`src/rtl/jk_bank_ctrl_if.sv`:
```
// Command handshake and JK bank observation bus for jk_bank_ctrl.
// The host drives the cmd_* fields; the controller returns J/K/Q and status.
interface jk_bank_ctrl_if #(
  parameter int WIDTH = 4,
  parameter int CNTW  = 8
);
  logic             cmd_valid;
  logic             cmd_ready;
  logic [2:0]       cmd_op;
  logic [WIDTH-1:0] cmd_data;
  logic [CNTW-1:0]  cmd_cnt;
  logic [WIDTH-1:0] j_o;
  logic [WIDTH-1:0] k_o;
  logic [WIDTH-1:0] q_o;
  logic             busy;
  logic             done;
  logic             wrap;

  modport master (
    output cmd_valid, cmd_op, cmd_data, cmd_cnt,
    input  cmd_ready, j_o, k_o, q_o, busy, done, wrap
  );

  modport slave (
    input  cmd_valid, cmd_op, cmd_data, cmd_cnt,
    output cmd_ready, j_o, k_o, q_o, busy, done, wrap
  );
endinterface

```
`src/rtl/jk_bank_ctrl.sv`:
```
// Command sequencer for a bank of WIDTH JK flip-flops: latches one command,
// drives J/K for the required number of steps, then pulses done.
module jk_bank_ctrl #(
  parameter int WIDTH = 4,
  parameter int CNTW  = 8
) (
  input  logic          clk,
  input  logic          CLRN,
  jk_bank_ctrl_if.slave bus
);

  typedef enum logic [1:0] {
    S_IDLE,
    S_EXEC,
    S_DONE
  } state_t;

  typedef enum logic [2:0] {
    OP_HOLD   = 3'd0,
    OP_CLEAR  = 3'd1,
    OP_SET    = 3'd2,
    OP_TOGGLE = 3'd3,
    OP_LOAD   = 3'd4,
    OP_CNT_UP = 3'd5,
    OP_CNT_DN = 3'd6,
    OP_SHIFT  = 3'd7
  } op_t;

  state_t           r_state;
  op_t              r_op;
  logic [WIDTH-1:0] r_data;
  logic [CNTW-1:0]  r_steps;
  logic             r_ready;
  logic             r_busy;
  logic             r_done;
  logic [WIDTH-1:0] r_q;

  op_t              w_op_in;
  logic [CNTW-1:0]  w_steps_in;
  logic [WIDTH-1:0] w_tup;
  logic [WIDTH-1:0] w_tdn;
  logic [WIDTH-1:0] w_shift;
  logic [WIDTH-1:0] w_j;
  logic [WIDTH-1:0] w_k;
  logic [WIDTH-1:0] w_q_next;
  logic             w_wrap;

  assign w_op_in = op_t'(bus.cmd_op);

  // Multi-step ops take max(cmd_cnt,1) steps; everything else is one step.
  always_comb begin
    w_steps_in = CNTW'(1);
    if ((w_op_in == OP_CNT_UP) || (w_op_in == OP_CNT_DN) || (w_op_in == OP_SHIFT)) begin
      if (bus.cmd_cnt != '0) begin
        w_steps_in = bus.cmd_cnt;
      end
    end
  end

  always_ff @(posedge clk or negedge CLRN) begin
    if (!CLRN) begin
      r_state <= S_IDLE;
      r_op    <= OP_HOLD;
      r_data  <= '0;
      r_steps <= '0;
      r_ready <= 1'b1;
      r_busy  <= 1'b0;
      r_done  <= 1'b0;
    end else begin
      case (r_state)
        S_IDLE: begin
          r_done <= 1'b0;
          if (bus.cmd_valid && r_ready) begin
            r_op    <= w_op_in;
            r_data  <= bus.cmd_data;
            r_steps <= w_steps_in;
            r_state <= S_EXEC;
            r_ready <= 1'b0;
            r_busy  <= 1'b1;
          end
        end
        S_EXEC: begin
          r_steps <= r_steps - CNTW'(1);
          if (r_steps <= CNTW'(1)) begin
            r_state <= S_DONE;
            r_done  <= 1'b1;
          end
        end
        S_DONE: begin
          r_state <= S_IDLE;
          r_done  <= 1'b0;
          r_busy  <= 1'b0;
          r_ready <= 1'b1;
        end
        default: begin
          r_state <= S_IDLE;
          r_done  <= 1'b0;
          r_busy  <= 1'b0;
          r_ready <= 1'b1;
        end
      endcase
    end
  end

  // Ripple-carry/borrow toggle enables built as a running AND so no vector
  // bit depends on another bit of the same signal.
  always_comb begin
    logic v_up;
    logic v_dn;
    v_up  = 1'b1;
    v_dn  = 1'b1;
    w_tup = '0;
    w_tdn = '0;
    for (int unsigned i = 0; i < WIDTH; i++) begin
      w_tup[i] = v_up;
      w_tdn[i] = v_dn;
      v_up     = v_up & r_q[i];
      v_dn     = v_dn & ~r_q[i];
    end
  end

  assign w_shift = {r_q[WIDTH-2:0], r_data[0]};

  always_comb begin
    w_j = '0;
    w_k = '0;
    if (r_state == S_EXEC) begin
      case (r_op)
        OP_HOLD:   begin w_j = '0;      w_k = '0;       end
        OP_CLEAR:  begin w_j = '0;      w_k = r_data;   end
        OP_SET:    begin w_j = r_data;  w_k = '0;       end
        OP_TOGGLE: begin w_j = r_data;  w_k = r_data;   end
        OP_LOAD:   begin w_j = r_data;  w_k = ~r_data;  end
        OP_CNT_UP: begin w_j = w_tup;   w_k = w_tup;    end
        OP_CNT_DN: begin w_j = w_tdn;   w_k = w_tdn;    end
        OP_SHIFT:  begin w_j = w_shift; w_k = ~w_shift; end
        default:   begin w_j = '0;      w_k = '0;       end
      endcase
    end
  end

  assign w_wrap = (r_state == S_EXEC) &&
                  (((r_op == OP_CNT_UP) && (&r_q)) ||
                   ((r_op == OP_CNT_DN) && (r_q == '0)));

  assign w_q_next = (w_j & ~r_q) | (~w_k & r_q);

  always_ff @(posedge clk or negedge CLRN) begin
    if (!CLRN) begin
      r_q <= '0;
    end else begin
      r_q <= w_q_next;
    end
  end

  assign bus.cmd_ready = r_ready;
  assign bus.busy      = r_busy;
  assign bus.done      = r_done;
  assign bus.wrap      = w_wrap;
  assign bus.j_o       = w_j;
  assign bus.k_o       = w_k;
  assign bus.q_o       = r_q;

endmodule
```
`src/flat_wrapper.sv`:
```
// flat-port wrapper written by rule: the top's interface ports become plain ports
module jk_bank_ctrl_flat 
#(
  parameter int WIDTH = 4,
  parameter int CNTW  = 8
)
  (clk, CLRN, bus_cmd_valid, bus_cmd_op, bus_cmd_data, bus_cmd_cnt, bus_cmd_ready, bus_j_o, bus_k_o, bus_q_o, bus_busy, bus_done, bus_wrap);
  jk_bank_ctrl_if #(.WIDTH(WIDTH), .CNTW(CNTW)) bus_i ();
  input  logic clk;
  input  logic CLRN;
  input wire logic [$bits(bus_i.cmd_valid)-1:0] bus_cmd_valid;
  input wire logic [$bits(bus_i.cmd_op)-1:0] bus_cmd_op;
  input wire logic [$bits(bus_i.cmd_data)-1:0] bus_cmd_data;
  input wire logic [$bits(bus_i.cmd_cnt)-1:0] bus_cmd_cnt;
  output wire logic [$bits(bus_i.cmd_ready)-1:0] bus_cmd_ready;
  output wire logic [$bits(bus_i.j_o)-1:0] bus_j_o;
  output wire logic [$bits(bus_i.k_o)-1:0] bus_k_o;
  output wire logic [$bits(bus_i.q_o)-1:0] bus_q_o;
  output wire logic [$bits(bus_i.busy)-1:0] bus_busy;
  output wire logic [$bits(bus_i.done)-1:0] bus_done;
  output wire logic [$bits(bus_i.wrap)-1:0] bus_wrap;
  assign bus_i.cmd_valid = bus_cmd_valid;
  assign bus_i.cmd_op = bus_cmd_op;
  assign bus_i.cmd_data = bus_cmd_data;
  assign bus_i.cmd_cnt = bus_cmd_cnt;
  assign bus_cmd_ready = bus_i.cmd_ready;
  assign bus_j_o = bus_i.j_o;
  assign bus_k_o = bus_i.k_o;
  assign bus_q_o = bus_i.q_o;
  assign bus_busy = bus_i.busy;
  assign bus_done = bus_i.done;
  assign bus_wrap = bus_i.wrap;
  jk_bank_ctrl #(.WIDTH(WIDTH), .CNTW(CNTW)) u_core (.clk(clk), .CLRN(CLRN), .bus(bus_i));
endmodule
```
`config.mk`:
```
export PLATFORM = sky130hd
export DESIGN_NAME = jk_bank_ctrl_flat
export DESIGN_NICKNAME = d
export VERILOG_FILES = /design/src/rtl/jk_bank_ctrl_if.sv /design/src/rtl/jk_bank_ctrl.sv /design/src/flat_wrapper.sv
export SDC_FILE = /design/constraint.sdc
export NUM_CORES = 1
export LEC_CHECK = 0
export BUFFER_PORTS_ARGS = -buffer_cell sky130_fd_sc_hd__buf_2
export CAP_MARGIN = 20
export CORE_MARGIN = 4
export CORE_UTILIZATION = 49
export DETAILED_ROUTE_END_ITERATION = 6
export GPL_TIMING_DRIVEN = 0
export PLACE_DENSITY_LB_ADDON = 0.3
export SLEW_MARGIN = 5
export SYNTH_ARGS = -nofsm -noshare
export SYNTH_HDL_FRONTEND = slang
export SYNTH_SLANG_ARGS = --single-unit
```
`constraint.sdc`:
```
create_clock -name clk -period 1.65 [get_ports clk]
set_input_delay 0.33 -clock clk [delete_from_list [all_inputs] [get_ports clk]]
set_output_delay 0.33 -clock clk [all_outputs]
set_load 0.05 [all_outputs]
```
---- Word level (Yosys, flattened, before mapping) ----
Index checks and enable logic that the tools add are counted.
cells by class
  $add $sub $neg .......................... 1
  magnitude comparators ................... 1
  eq/ne operators ......................... 13
  mux-type cells .......................... 17
  bitwise logic cells ..................... 15
  reduce and logical (&&, ||, !) cells .... 21
operators by type and width
  kind                                                    number
  2-to-1 mux 8 bit                                        3
  one-hot mux 4 bit (6 select lines)                      1
  == test 3 bit (second input constant)                   7
  one-hot mux 4 bit (5 select lines)                      1
  inverter 4 bit                                          4
  one-hot mux 8 bit (2 select lines)                      1
  AND 4 bit                                               2
  <= comparator 8 x 1 -> 1 bit (second input constant)    1
  2-to-1 mux 4 bit                                        2
  AND reduction 2 bit                                     4
  nonzero test 8 bit                                      1
  subtractor 8 x 1 -> 8 bit (second input constant)       1
  == test 3 x 2 -> 1 bit (second input constant)          2
  OR reduction 2 bit                                      3
  AND 1 bit                                               4
  logical AND 1 bit                                       4
  logical NOT 4 bit                                       1
  2-to-1 mux 1 bit                                        4
  2-to-1 mux 2 bit                                        2
  inequality test 2 x 1 -> 1 bit (second input constant)  2
  inverter 1 bit                                          4
  bitwise OR 4 bit                                        1
  one-hot mux 1 bit (2 select lines)                      2
  one-hot mux 2 bit (2 select lines)                      1
  other kinds (8)                                         10
storage, ports and cells
  register bits after elaboration ......... 24
  bits of input ports ..................... 18
  word-level logic and storage cells ...... 76

---- Depth between registers and ports, before layout ----
  depth after elaboration ................. 8
  depth in mapped cells ................... 7
  mapped depth without buffers ............ 6

---- Worst setup path before layout ----
Ideal clock, no wire load.
  path type ............................... register to register
  start point ............................. register u_core.r_q[0], in the netlist u_core.bus.q_o[0]
  end point ............................... register u_core.r_q[1], in the netlist u_core.bus.q_o[1]
  setup time .............................. 0.185 ns
  data arrival time ....................... 2.562 ns
  setup slack ............................. -1.097 ns
  stages on the path, launching flop included .. 5
  buffers on the path ..................... 1
  period minus slack after synthesis ...... 2.747 ns
  cells stage by stage .................... dfrtp_1 -> buf_6 -> mux2_2 -> a211oi_1 -> a21oi_1
between the ends
  cells in the longest elaborated chain, start to end .. 6
  elaborated cells on any way between the ends .. 10
RTL lines
  what                                              line                                      RTL
  start, declared                                   jk_bank_ctrl.sv:36                        logic [WIDTH-1:0] r_q;
  start signal, assigned                            jk_bank_ctrl.sv:152                       r_q <= w_q_next;
  inverter 4 bit or inverter 1 bit (tied branches)  jk_bank_ctrl.sv:136, jk_bank_ctrl.sv:118
  one-hot mux 4 bit (6 select lines) (*)            jk_bank_ctrl.sv:128                       case (r_op)
  2-to-1 mux 4 bit (*)                              jk_bank_ctrl.sv:127                       if (r_state == S_EXEC) begin
  via bus_k_o[1]                                    flat_wrapper.sv:17                        output wire logic [$bits(bus_i.k_o)-1:0] bus_k_o;
  inverter 4 bit (*)                                jk_bank_ctrl.sv:146                       assign w_q_next = (w_j & ~r_q) | (~w_k & r_q);
  AND 4 bit (*)                                     jk_bank_ctrl.sv:146
  bitwise OR 4 bit (*)                              jk_bank_ctrl.sv:146
  via u_core.w_q_next[1]                            jk_bank_ctrl.sv:45                        logic [WIDTH-1:0] w_q_next;
Mark *: on every way through the listed nets, which the timed path passes. The rest lies on a longest branch.
A chain may end at the register's enable or synchronous reset.

---- Final worst setup path ----
  start point ............................. register u_core.r_q[1], in the netlist u_core.bus.q_o[1]
  end point ............................... output bus_wrap
between the ends
  cells in the longest elaborated chain, start to end .. 4
  elaborated cells on any way between the ends .. 6
RTL lines
  what                                                      line                                      RTL
  AND reduction 4 bit or logical NOT 4 bit (tied branches)  jk_bank_ctrl.sv:143, jk_bank_ctrl.sv:144
  logical AND 1 bit (on tied branches)                      jk_bank_ctrl.sv:143, jk_bank_ctrl.sv:144
  logical OR 1 bit (*)                                      jk_bank_ctrl.sv:143                       (((r_op == OP_CNT_UP) && (&r_q)) ||
  logical AND 1 bit (*)                                     jk_bank_ctrl.sv:142                       assign w_wrap = (r_state == S_EXEC) &&
  end, declared                                             flat_wrapper.sv:21                        output wire logic [$bits(bus_i.wrap)-1:0] bus_wrap;
Mark *: on every way between the ends. The rest lies on a longest branch, timed or not.

==> results_dict.tcl <==
set metrics [dict create \
    run_status "finished, violations left" \
    violations_in_the_final_reports "setup timing" \
    global_route_wire_length_before_repair_um 7740 \
    post_synth_inst_count 190 \
    fin_tns_setup_ns -5.28 \
    antenna_violations_before_repair 0 \
    seq_area_frac_synth 0.378 \
    wl_um 5360 \
    routed_via_density 6.00 \
    max_slew_margin 0.615 \
    setup_viol 11 \
    vias 1777 \
    min-delay-start "bus_cmd_data[1]" \
    final_critical_path_setup_slack_ns -0.667 \
    min_path_cells 3 \
    grt_max_degree 25 \
    drive_gt1_frac 0.452 \
    reg2reg_slack_ns -0.05 \
    worst_reg2reg_path_startpoint "u_core.r_op[1]" \
    insertedDiodeCount 0 \
    power_report.internal_total_uw 853 \
    crit_path_max_fanout 2 \
    power.share.switching 0.213 \
    register_clock_pin_slew_on_the_reported_worst_setup_and_hold_paths_ns 0.14 \
    worstPathCellList "or3b_4 -> or4_1 -> o21ai_1 -> and3_4 -> buf_8" \
    place_congestion 0.912 \
    clock_latency_ns 0.34 \
    synth_ff_type "dfrtp_1" \
    grt_use_total 0.238 \
    synth_adder_area_share 0.0157 \
    hold_violations 0 \
    reg2reg_to "u_core.bus.q_o[1]" \
    drt-wirelength-per-cell_um 18.1 \
    antenna_violating_nets_post_route 0 \
    slowest_stage "dfrtp_2" \
    io_buffer_count 33 \
    combinational_family_with_the_most_area_after_synthesis "simple AND/OR/NAND/NOR gates" \
    timing.critical_path.required_ns 1.32 \
    detail_route.drc_violations 0 \
    design.final.nets 273 \
    place_hpwl_um 2920 \
    floorplan.initialDensity 0.517 \
    number_of_synthesized_flops_with_an_enable_pin 0 \
    cap_viol_max_count 0 \
    rows 20 \
    comb_power_share 0.039 \
    syn_to_final_growth_pct 53.5 \
    core_area_um2 3080 \
    fin_util 0.794 \
    synthesis.nets 210 \
    max_stage_delay_ns 0.44 \
    cellPowerDensity_nw_per_um2 444 \
    critPathCaptureType "output port" \
    first_global_vias 1645 \
    timing_worst_slew_pin_value_ns 0.578 \
    hold_path_class "input pin to flip-flop" \
    netlist_top_cells_count "24 x nand2_1, 23 x dfrtp_1, 13 x nor2_1, 13 x o21ai_0, 11 x a21oi_1" \
    area_share_of_the_largest_cell_type_after_synthesis 0.362 \
    synth-compound-area-share 0.215 \
    num_cts_buffers 3 \
    dp_worst_setup_slack_ns -0.511 \
    synth_seq_cells 24 \
    power.leakage_uw 0.00112 \
    top_level_ports 34 \
    rsz0062_at_grt "true" \
    fin_total_pwr_uw 1080 \
    synthDistinctLibCells 51 \
    yosys-top-cells-area "dfrtp_1 36%, nand2_1 5.7%, o21ai_0 4.1%" \
    grt_remaining_overflow 0 \
    dieWidth_um 65.0 \
    floorplan.die.height_um 65.0 \
    die_outline_area_um2 4220 \
    class_of_the_most_critical_setup_path "flip-flop to output port" \
    layout_worst_path_cycle_share 1.40 \
    vdd_drop_max_uv 542 \
    tritoncts "done" \
    detailedRoute.firstPassIterationCount 4 \
    hold-path-endpoint "u_core.r_data[1]" \
    cts.sinks 24 \
    filler_cell_count 202 \
    syn_avg_cell_area_um2 8.38 \
    skew_ns 0.00366 \
    yosysWarningCount 0 \
    share_of_flip_flops_with_an_asynchronous_set_or_reset_after_synthesis 1.00 \
    synth_area_um2 1590 \
    clock_tree.htree_level_count 1 \
    synth.mux.area_fraction 0.0330 \
    synth_xor_area_frac 0 \
    synth_simple_gate_area_share 0.296 \
    worst-r2r-cell-count 7 \
    ctsLongestPathBuffers 2 \
    slew_violations 0 \
    worst_setup_path_start_kind "flip-flop" \
    min_period_ns 2.32 \
    drt_iter0_drc 121 \
    yosysMostFrequentCell "nand2_1" \
    seq_power_share 0.543 \
    share_clk_of_total_power 0.418 \
    cts_root_buf "clkbuf_4" \
    critPathArrivalTime_ns 1.99 \
    synth_top_area_cell "dfrtp_1" \
    max_freq_ghz 0.432 \
    switchingPower_uw 231 \
]
[timing repair]
item,4_1_cts,5_1_grt
pin swaps,8,7
resized for setup,50,27
setup buffers,14,11
cloned,0,1
endpoints found under the hold margin,23,0
endpoints found under the setup margin,13,19
hold buffers,1,0
[metrics by stage]
step / instance area, um2 / instances / hold slack (ns)
6_report: 2440 / 296 / 0.167
5_1_grt: 2440 / 296 / 0.156
4_1_cts: 2230 / 284 / 0.179
3_5_place_dp: 1930 / 267 / 0.351
3_3_place_gp: 1930 / 267 / 0.353
2_1_floorplan: 1710 / 190 / 0.0344
[registers in the layout (all words and copies together), names as in the netlist]
signal and count:
u_core.bus.cmd_ready 1, u_core.bus.q_o 4, u_core.r_op 3, u_core.r_state 2
u_core.r_data 4, u_core.r_steps 8, u_core.bus.busy 1, u_core.bus.done 1
[metal layers]
layer / track usage / vias up / routed length, um
li1: - / 822 / -
met5: 0 / - / 0
met3: 0.0451 / 15 / 308
met4: 0.0765 / 0 / 139
met2: 0.416 / 78 / 2730
met1: 0.291 / 862 / 2190
[logic make-up after synthesis]
kind of cell               after synthesis
and+or+nand+nor                         84
AOI/OAI and AO/OA                       53
DFF                                     24
buffers and inverters                   22
muxes                                    5
adders and majority gates                2
[final cells by class]
type / instances / area [um2] / area share
multi-input cells: 144 / 1090 / 0.448
plain buffers: 12 / 119 / 0.0486
clock inverters: 1 / 30.0 / 0.0123
inverters: 8 / 32.5 / 0.0133
clock buffers: 3 / 22.5 / 0.00922
repair buffers: 60 / 484 / 0.198
well taps: 44 / 55.1 / 0.0225
flip-flops and latches: 24 / 607 / 0.248
[worst max-delay path, delay by kind of cell (launching register included)]
| kind | cells | cell delay (ns) |
|---|---|---|
| compound gates | 1 | 0.09 |
| buf+inv | 1 | 0.14 |
| flops | 1 | 0.44 |
| simple gates | 3 | 0.98 |
[cells in the final DEF (no fill, tap or decap), types with 3 or more instances in the layout]
cell type	synthesis	routed
nand2_1	24	24
buf_2	7	23
buf_4	0	20
dfrtp_1	23	19
buf_6	1	13
nor2_1	13	10
o21ai_0	13	9
buf_8	0	8
a21oi_1	11	8
nand3_1	7	7
nand2b_1	6	6
clkbuf_4	0	6
nand3b_1	6	6
inv_1	8	5
dfrtp_2	0	4
mux2i_1	3	3
a22oi_1	4	3
nor3_1	4	3
[worst max path at each step]
stage	startpoint	endpoint	slack, ns
after global routing	u_core.r_op[1]	bus_j_o[3]	-0.74
after CTS	u_core.bus.q_o[1]	bus_wrap	-0.64
after detailed placement	u_core.bus.q_o[0]	bus_wrap	-0.51
final	u_core.bus.q_o[1]	bus_wrap	-0.67
after global placement	u_core.bus.q_o[0]	bus_wrap	-0.50
after floorplan	u_core.bus.q_o[0]	bus_wrap	-0.48
[power groups by stage]
stage	sequential (uW)	clock [uW]	combinational [uW]
detailed placement	599	0	40.7
finish	588	453	42.1
floorplan	599	0	3.77
CTS	588	454	42.7
global route	589	486	47.7
global placement	599	0	39.8
Note: power is estimated with default switching activity, not from simulation.
